==> config.mk <==
export PLATFORM = sky130hd
export DESIGN_NAME = alu_compare_unit
export DESIGN_NICKNAME = d
export VERILOG_FILES = /design/src/rtl/alu_pkg.sv /design/src/rtl/carry_lookahead_adder.sv /design/src/rtl/alu_compare_unit.sv
export SDC_FILE = /design/constraint.sdc
export NUM_CORES = 1
export LEC_CHECK = 0
export ABC_AREA = 1
export CAP_MARGIN = 20
export CORE_MARGIN = 2
export CORE_UTILIZATION = 48
export DETAILED_ROUTE_END_ITERATION = 12
export HOLD_SLACK_MARGIN = 0.08
export PLACE_DENSITY = 0.86
export SLEW_MARGIN = 40
export SYNTH_ARGS = -nofsm -noshare
export SYNTH_HDL_FRONTEND = slang
export SYNTH_SLANG_ARGS = --single-unit
==> constraint.sdc <==
create_clock -name clk -period 5.65 [get_ports clk]
set_clock_uncertainty 0.15 [all_clocks]
set_input_delay 0.8475 -clock clk [delete_from_list [all_inputs] [get_ports clk]]
set_output_delay 0.8475 -clock clk [all_outputs]
set_load 0.02 [all_outputs]
==> src/rtl/alu_pkg.sv <==
`default_nettype none
// ============================================================================
//  Module      : alu_pkg
//  Description : Shared encodings for the ALU compare unit: compare-select
//                field values and the position of the subtract-select bit.
//  Revision    : 1.0  initial release
// ============================================================================
package alu_pkg;

    // Bit of i_alu_fn that selects subtract (A - B) instead of add (A + B).
    localparam int SUB_BIT = 0;

    // Compare-select field, i_alu_fn[2:1].
    typedef enum logic [1:0] {
        CMP_NONE = 2'b00,
        CMP_EQ   = 2'b01,
        CMP_LT   = 2'b10,
        CMP_LE   = 2'b11
    } cmp_sel_e;

endpackage
`default_nettype wire

==> src/rtl/carry_lookahead_adder.sv <==
`default_nettype none
// ============================================================================
//  Module      : carry_lookahead_adder
//  Description : Purely combinational adder built from 4-bit carry-lookahead
//                groups; the group carries ripple from group to group.
//  Revision    : 1.0  initial release
// ============================================================================
module carry_lookahead_adder #(
    parameter int WIDTH = 16
) (
    input  logic             cin,
    input  logic [WIDTH-1:0] a,
    input  logic [WIDTH-1:0] b,
    output logic [WIDTH-1:0] sum,
    output logic             cout
);

    localparam int NGRP = WIDTH / 4;

    // w_gc[k] is the carry into group k; w_gc[NGRP] is the final carry-out.
    logic [NGRP:0] w_gc;

    assign w_gc[0] = cin;

    genvar gi;
    generate
        for (gi = 0; gi < NGRP; gi++) begin : g_group
            logic [3:0] w_g;
            logic [3:0] w_p;
            logic [4:0] w_c;

            assign w_g = a[4*gi +: 4] & b[4*gi +: 4];
            assign w_p = a[4*gi +: 4] ^ b[4*gi +: 4];

            // Every carry inside the group is expanded directly from the
            // group carry-in, so the group adds no internal ripple.
            assign w_c[0] = w_gc[gi];
            assign w_c[1] = w_g[0]
                          | (w_p[0] & w_c[0]);
            assign w_c[2] = w_g[1]
                          | (w_p[1] & w_g[0])
                          | (w_p[1] & w_p[0] & w_c[0]);
            assign w_c[3] = w_g[2]
                          | (w_p[2] & w_g[1])
                          | (w_p[2] & w_p[1] & w_g[0])
                          | (w_p[2] & w_p[1] & w_p[0] & w_c[0]);
            assign w_c[4] = w_g[3]
                          | (w_p[3] & w_g[2])
                          | (w_p[3] & w_p[2] & w_g[1])
                          | (w_p[3] & w_p[2] & w_p[1] & w_g[0])
                          | (w_p[3] & w_p[2] & w_p[1] & w_p[0] & w_c[0]);

            assign sum[4*gi +: 4] = w_p ^ w_c[3:0];
            assign w_gc[gi+1]     = w_c[4];
        end
    endgenerate

    assign cout = w_gc[NGRP];

endmodule
`default_nettype wire

==> src/rtl/alu_compare_unit.sv <==
`default_nettype none
// ============================================================================
//  Module      : alu_compare_unit
//  Description : Add/subtract unit with zero, overflow and negative flags
//                and a signed compare result; one registered output stage.
//  Revision    : 1.0  initial release
// ============================================================================
module alu_compare_unit
    import alu_pkg::*;
#(
    parameter int WIDTH = 16
) (
    input  logic             clk,
    input  logic             rst,
    input  logic             i_valid,
    input  logic [WIDTH-1:0] i_a,
    input  logic [WIDTH-1:0] i_b,
    input  logic [2:0]       i_alu_fn,
    output logic             o_valid,
    output logic [WIDTH-1:0] o_sum,
    output logic             o_cout,
    output logic             o_z,
    output logic             o_v,
    output logic             o_n,
    output logic             o_cmp
);

    logic             w_sub;
    logic [WIDTH-1:0] w_b_eff;
    logic [WIDTH-1:0] w_sum_d;
    logic             w_cout_d;
    logic             w_z_d;
    logic             w_v_d;
    logic             w_n_d;
    logic             w_lt;
    logic             w_cmp_d;
    cmp_sel_e         w_cmp_sel;

    logic             r_valid_q;
    logic [WIDTH-1:0] r_sum_q;
    logic             r_cout_q;
    logic             r_z_q;
    logic             r_v_q;
    logic             r_n_q;
    logic             r_cmp_q;

    // Subtraction is A + ~B + 1: invert B and feed the select bit as carry-in.
    assign w_sub   = i_alu_fn[SUB_BIT];
    assign w_b_eff = i_b ^ {WIDTH{w_sub}};

    carry_lookahead_adder #(
        .WIDTH (WIDTH)
    ) u_cla (
        .cin  (w_sub),
        .a    (i_a),
        .b    (w_b_eff),
        .sum  (w_sum_d),
        .cout (w_cout_d)
    );

    // Flags from the adder result, and the compare selected by i_alu_fn[2:1].
    always_comb begin
        w_cmp_sel = cmp_sel_e'(i_alu_fn[2:1]);
        w_z_d     = (w_sum_d == '0);
        w_n_d     = w_sum_d[WIDTH-1];
        w_v_d     = ( i_a[WIDTH-1] &  w_b_eff[WIDTH-1] & ~w_sum_d[WIDTH-1])
                  | (~i_a[WIDTH-1] & ~w_b_eff[WIDTH-1] &  w_sum_d[WIDTH-1]);
        // Signed less-than: sign of the result, corrected when it overflowed.
        w_lt      = w_n_d ^ w_v_d;
        w_cmp_d   = 1'b0;
        case (w_cmp_sel)
            CMP_EQ:  w_cmp_d = w_z_d;
            CMP_LT:  w_cmp_d = w_lt;
            CMP_LE:  w_cmp_d = w_z_d | w_lt;
            default: w_cmp_d = 1'b0;
        endcase
    end

    // Output stage: everything is captured every cycle; reset wins over capture.
    always_ff @(posedge clk) begin
        if (rst) begin
            r_valid_q <= 1'b0;
            r_sum_q   <= '0;
            r_cout_q  <= 1'b0;
            r_z_q     <= 1'b0;
            r_v_q     <= 1'b0;
            r_n_q     <= 1'b0;
            r_cmp_q   <= 1'b0;
        end else begin
            r_valid_q <= i_valid;
            r_sum_q   <= w_sum_d;
            r_cout_q  <= w_cout_d;
            r_z_q     <= w_z_d;
            r_v_q     <= w_v_d;
            r_n_q     <= w_n_d;
            r_cmp_q   <= w_cmp_d;
        end
    end

    assign o_valid = r_valid_q;
    assign o_sum   = r_sum_q;
    assign o_cout  = r_cout_q;
    assign o_z     = r_z_q;
    assign o_v     = r_v_q;
    assign o_n     = r_n_q;
    assign o_cmp   = r_cmp_q;

endmodule
`default_nettype wire

# [Yosys cells after proc, flatten, opt, wreduce, memory -nomap -nowiden]
# Cells that the tools add are included.
[classes] n_eq_ne=3 muxes=1 bitwise=127 reduce_logical=1
[op_table] cell="bitwise AND 1 bit" n=68
[op_table] cell="OR 1 bit" n=42
[op_table] cell="bitwise XOR 4 bit" n=8
[op_table] cell="bitwise AND 4 bit" n=4
[op_table] cell="logical NOT 16 bit" n=1
[op_table] cell="bitwise XOR 16 bit" n=1
[op_table] cell="equality test 2 bit (second input constant)" n=2
[op_table] cell="inverter 1 bit" n=3
[op_table] cell="one-hot mux 1 bit (3 select lines)" n=1
[op_table] cell="equality test 2 x 1 -> 1 bit (second input constant)" n=1
[op_table] cell="bitwise XOR 1 bit" n=1
[word_totals] register_bits=22 inputBits=38 elab_cells=139

# [Logic depth before layout (Yosys ltp)]
[depth] word_depth=20 ltp_mapped=24 depth_no_buf=22

# [Cells and area by module]
# From an unflattened synthesis, not the netlist that was laid out.
[hier_totals] hier_cells=211 hier_area_um2=1579.0
[by_module_without_submodules] mod="alu_compare_unit" n_inst=1 cells_each=108 area_each_um2=862.1 seq_area_each_um2=420.4
[by_module_without_submodules] mod="carry_lookahead_adder" n_inst=1 cells_each=103 area_each_um2=716.9 seq_area_each_um2=0.0

# [Worst setup path before layout]
# Ideal clock, no wire load.
[synth_timing] kind="input-to-reg" startpoint="in i_alu_fn[0]" endpoint="reg r_z_q, in the netlist o_z" setup_time_ps=59 arrival_ps=3523 t_required_ps=5441 setup_slack_ps=1918 stages=23 cell_sequence="buf_6 buf_2 xor2_1 ha_1 nand2_4 nand2_4 nand3_4 nand2_4 nand2_2 nand2_4 nand2_2 nand2_2 nand2_2 nand2_2 a21oi_1 fa_1 nand2_1 nor2_1 nand4_1 nor2_1 nand2_1 nor2_1 and3_1"
[synth_via] elab_chain_cells=15 elab_cells_between_ends=107 cone_classes="bitwise: 106; reduce/logical: 1"
[synth_rtl] element="start: declaration" line="alu_compare_unit.sv:18" rtl="input logic [2:0] i_alu_fn,"
[synth_rtl] element="bitwise XOR 16 bit" line="alu_compare_unit.sv:49" rtl="assign w_b_eff = i_b ^ {WIDTH{w_sub}};"
[synth_rtl] element="bitwise XOR 4 bit / bitwise AND 4 bit (equally long branches)" line="carry_lookahead_adder.sv:33, carry_lookahead_adder.sv:32"
[synth_rtl] element="bitwise AND 1 bit (on tied branches)"
[synth_rtl] element="OR 1 bit (tied with other cells)" line="carry_lookahead_adder.sv:48" rtl="| (w_p[3] & w_g[2])"
[synth_rtl] element="OR 1 bit (tied with other cells)" line="carry_lookahead_adder.sv:49" rtl="| (w_p[3] & w_p[2] & w_g[1])"
[synth_rtl] element="OR 1 bit / bitwise AND 1 bit (equally long branches)" line="carry_lookahead_adder.sv:50, carry_lookahead_adder.sv:51"
[synth_rtl] element="OR 1 bit" line="carry_lookahead_adder.sv:51" rtl="| (w_p[3] & w_p[2] & w_p[1] & w_p[0] & w_c[0]);"
[synth_rtl] element="bitwise AND 1 bit" line="carry_lookahead_adder.sv:51"
[synth_rtl] element="OR 1 bit" line="carry_lookahead_adder.sv:51"
[synth_rtl] element="bitwise AND 1 bit" line="carry_lookahead_adder.sv:51"
[synth_rtl] element="OR 1 bit" line="carry_lookahead_adder.sv:51"
[synth_rtl] element="bitwise AND 1 bit (on tied branches)" line="carry_lookahead_adder.sv:39, carry_lookahead_adder.sv:42, carry_lookahead_adder.sv:46"
[synth_rtl] element="OR 1 bit (on tied branches)" line="carry_lookahead_adder.sv:39, carry_lookahead_adder.sv:42, carry_lookahead_adder.sv:46"
[synth_rtl] element="bitwise XOR 4 bit" line="carry_lookahead_adder.sv:53" rtl="assign sum[4*gi +: 4] = w_p ^ w_c[3:0];"
[synth_rtl] element="logical NOT 16 bit (*)" line="alu_compare_unit.sv:64" rtl="w_z_d = (w_sum_d == '0);"
[synth_rtl] element="end signal: assignment" line="alu_compare_unit.sv:93" rtl="r_z_q <= w_z_d;"
[synth_rtl] element="end: declaration" line="alu_compare_unit.sv:42" rtl="logic r_z_q;"
# Every way passes the cells marked *; elsewhere a longest branch is shown, timed or not.
# A chain may end at the register's enable or synchronous reset.

# [Worst setup path after layout]
# Same ends and word-level chain as after synthesis.

==> results by stage <==
Synthesis:
- Synthesis produced 210 cells.
- The Yosys step of the flow raised 0 warnings.
- Counting flops with a built-in enable in the synthesized netlist gives 0.
- The most used flip-flop cell after synthesis is sky130_fd_sc_hd__dfxtp_1.
- Counting distinct cell types in the post-synthesis netlist gives 26.
- The number of nets in the synthesized netlist is between 200 and 300.
- Dividing the synthesized area by the synthesized cell count gives around 7.6 um^2.
- The post-synthesis instance area is about 0.0016 mm^2.
- The sequential-to-total area share from yosys stat is 26.5%.
- The async set-reset flop share out of synthesis is 0%.
- The total of flip-flops plus latches after synthesis is 21.

Final layout:
- 0 antenna diodes ended up in the layout.
- The final standard cell area without fillers is around 0.0022 mm^2.
- After the last flow step, the layout net total stands at about 330.
- The core occupancy in the finished layout is ~72%.
- The area growth from synthesis to layout is 40.9%.
- Leaving out fill and tap cells, the most frequent cells in the layout are 59 x sky130_fd_sc_hd__clkdlybuf4s50_1, 36 x sky130_fd_sc_hd__nand2_1, 32 x sky130_fd_sc_hd__inv_1, 24 x sky130_fd_sc_hd__nor2_1, 21 x sky130_fd_sc_hd__dfxtp_1.
- Cells with a size suffix above 1 make up around 6.3% of the layout.
- Leaving out fill and tap cells, the most frequent cell in the layout is sky130_fd_sc_hd__clkdlybuf4s50_1.

Clock network:
- The buffer count from post-CTS setup fixing is 0.
- Clock-pin slew was measured on the worst setup and hold paths at 0.14 ns.
- The clock tree root buffer cell is sky130_fd_sc_hd__clkbuf_4.
- TritonCTS created 3 clock buffers.
- In this run, post-CTS repair resized a total of 0 instances.
- Counting every sink on the clock net gives 21.
- The largest buffer count on any clock path is 2.
- TritonCTS built the clock tree.
- CTS built an H-tree with a depth of 1.
- The hold buffer count at cts is 0.

STA:
- The max-slew violation total from the final report is 0.
- In the final timing run, aggregate negative setup slack is 0 ns.
- Setup repair after global routing left no endpoint under its margin.
- The number of hold violations in the final report was 0.
- The highest achievable clock rate is roughly 0.23 GHz.
- The worst pin sits at a relative slew slack of between 50 and 60%.
- The smallest clock period supported by the final layout is computed as 4.41 ns.
- The count of endpoints failing setup in the final report is 0.
- At the pin with the least slew margin, the transition time is between 0.7 and 0.8 ns.
- Dividing the final minimum period by the clock period gives between 70 and 80%.
- The worst hold margin is around 0.89 ns.

Detailed routing:
- For this run, design rule violations remaining after detail routing come to 0.
- The routed via count divided by cell count is roughly 4.8.
- The detailed router finished its first iteration with 51 violations.
- For this block, wires on met1 add up to between 1500 and 2000 um.
- The sum of met2 wire segment lengths after detailed routing is ~1800 um.
- Wire segments on met3 add up to between 200 and 250 um in the final route.
- The remaining antenna violation count is 0.
- The first detailed-routing pass ran for 4 iterations.
- The routed via count is 1508.
- The per-cell routed wire length is 11.6 um.
- Routed signal wires occupy layers up through met4.
- Summed over all layers, the routed wires come to about 3600 um.

Min path:
- The worst hold path belongs to the class input pin to register.

Setup path:
- The worst setup path is captured at a register.
- Data on the critical path arrives at its endpoint at approximately 4.5 ns.
- The critical path class is input pin to register.
- The worst setup path is launched from an input pin.
- Of all nets on the critical path, the largest fanout is 12.
- The required arrival time at the worst endpoint is between 5 and 6 ns.

Global route:
- The number of antenna violations at the first check in global routing is 0.
- The global-route wire length before repair is ~5800 um.
- The pin count of the biggest net entering global routing is 20.
- The number of global-route vias before repair is between 1000 and 1500.
- The global-route congestion overflow total is 0.
- Global routing consumed, over all layers together, between 20% and 30% of the routing resources.

Power:
- The design draws approximately 0.54 mW.
- The power per cell area is between 200 and 250 mW/mm^2.
- The cell leakage power is roughly 1.1 nW.
- VDD sags by at most just over 100 uV.

Placement:
- The instance area at placement is 0.00221 mm^2.
- The estimated wirelength of the detail-placed design is between 2000 and 3000 um.
- The final weighted congestion of routability-driven global placement is 0.869.
- During placement, the flow inserted port buffers numbering 59.

Floorplan:
- For this design the top-level I/O count stands at 60.
- The starting utilization of the core area is a little over 50%.
- The die footprint is between 0.003 and 0.004 mm^2.
- Row generation in the floorplan step produced 20 rows.
- The total area inside the core boundary comes to around 0.0031 mm^2.
- The width of the chip is about 60 um.
- The chip height is slightly above 60 um.

Run:
- The max-cap check violation count is 0.

Outcome:
- The run finished with clean final reports.
## sequential cells by signal (all words and copies together) (netlist names)
register,cells
o_cmp,1
o_cout,1
o_sum,16
o_v,1
o_valid,1
o_z,1
## critical path: stages
cell                              delay, ns
sky130_fd_sc_hd__clkdlybuf4s50_1       0.92
sky130_fd_sc_hd__buf_4                 0.31
sky130_fd_sc_hd__xor2_1                0.16
sky130_fd_sc_hd__ha_1                  0.29
sky130_fd_sc_hd__a21oi_1               0.27
sky130_fd_sc_hd__o21bai_1              0.12
sky130_fd_sc_hd__a21oi_1               0.17
sky130_fd_sc_hd__nand2_2               0.09
sky130_fd_sc_hd__nand2_2               0.07
sky130_fd_sc_hd__nand2_2               0.06
sky130_fd_sc_hd__a21oi_1               0.17
sky130_fd_sc_hd__fa_1                  0.49
sky130_fd_sc_hd__nand2_1               0.09
sky130_fd_sc_hd__nor2_1                0.04
sky130_fd_sc_hd__nand4_1               0.08
sky130_fd_sc_hd__nor2_1                0.04
sky130_fd_sc_hd__nand2_1               0.05
sky130_fd_sc_hd__nor2_1                0.05
sky130_fd_sc_hd__and3_1                0.15
## metal layers
layer  track usage [%]  up-vias
met5                 0        -
met4              2.74        0
li1                  -      777
met2              36.5       57
met3              2.94        2
met1              26.1      672
## per-stage QoR
step,setup slack (ns),std cells
3_5_place_dp,0.902,309
2_1_floorplan,1.92,210
5_1_grt,0.966,313
4_1_cts,1.25,313
3_3_place_gp,1.08,309
6_report,1.24,313
## power breakdown
| group | switching, mW | internal [mW] | total [mW] | leakage, nW |
|---|---|---|---|---|
| clock | 0.0518 | 0.0265 | 0.0783 | 0.0177 |
| sequential | 0.00634 | 0.171 | 0.177 | 0.175 |
| combinational | 0.153 | 0.128 | 0.281 | 0.888 |
## synthesized netlist by cell type (2+ instances only)
master	instances	area, um^2
sky130_fd_sc_hd__nand2_1	36	135
sky130_fd_sc_hd__inv_1	32	120
sky130_fd_sc_hd__nor2_1	24	90.1
sky130_fd_sc_hd__dfxtp_1	21	420
sky130_fd_sc_hd__ha_1	17	213
sky130_fd_sc_hd__xor2_1	15	131
sky130_fd_sc_hd__a21oi_1	13	65.1
sky130_fd_sc_hd__nand3_1	13	65.1
sky130_fd_sc_hd__nand2_2	7	43.8
sky130_fd_sc_hd__xnor2_1	5	43.8
sky130_fd_sc_hd__fa_1	4	80.1
sky130_fd_sc_hd__nand2_4	4	45.0
sky130_fd_sc_hd__nand4_1	3	18.8
sky130_fd_sc_hd__and3_1	2	12.5
sky130_fd_sc_hd__clkbuf_1	2	7.51
sky130_fd_sc_hd__o21ai_0	2	10.0
## area by class of cell
type	count	area, um^2
repair buffers	60	598
flip-flops and latches	21	420
inverters	32	120
multi-input cells	152	1010
clock inverters	1	5.00
fillers	268	867
well taps	44	55.1
clock buffers	3	22.5
## final timing paths
| check | startpoint | depth (start not counted) | end | slack, ns |
|---|---|---|---|---|
| setup / recovery | i_alu_fn[0] | 19 | o_z | 1.24 |
| hold / removal | i_valid | 3 | o_valid | 0.89 |
## logic make-up after synthesis
family	after synthesis	share of synthesized area (%)
AND/OR/NAND/NOR	92	27.8
buffers and inverters	37	9.54
adder cells (fa/ha/maj)	21	18.5
flip-flops	21	26.5
XOR/XNOR	20	11.0
AO/OA/AOI/OAI	19	6.70
No activity file was read; power rests on OpenSTA's default activity.
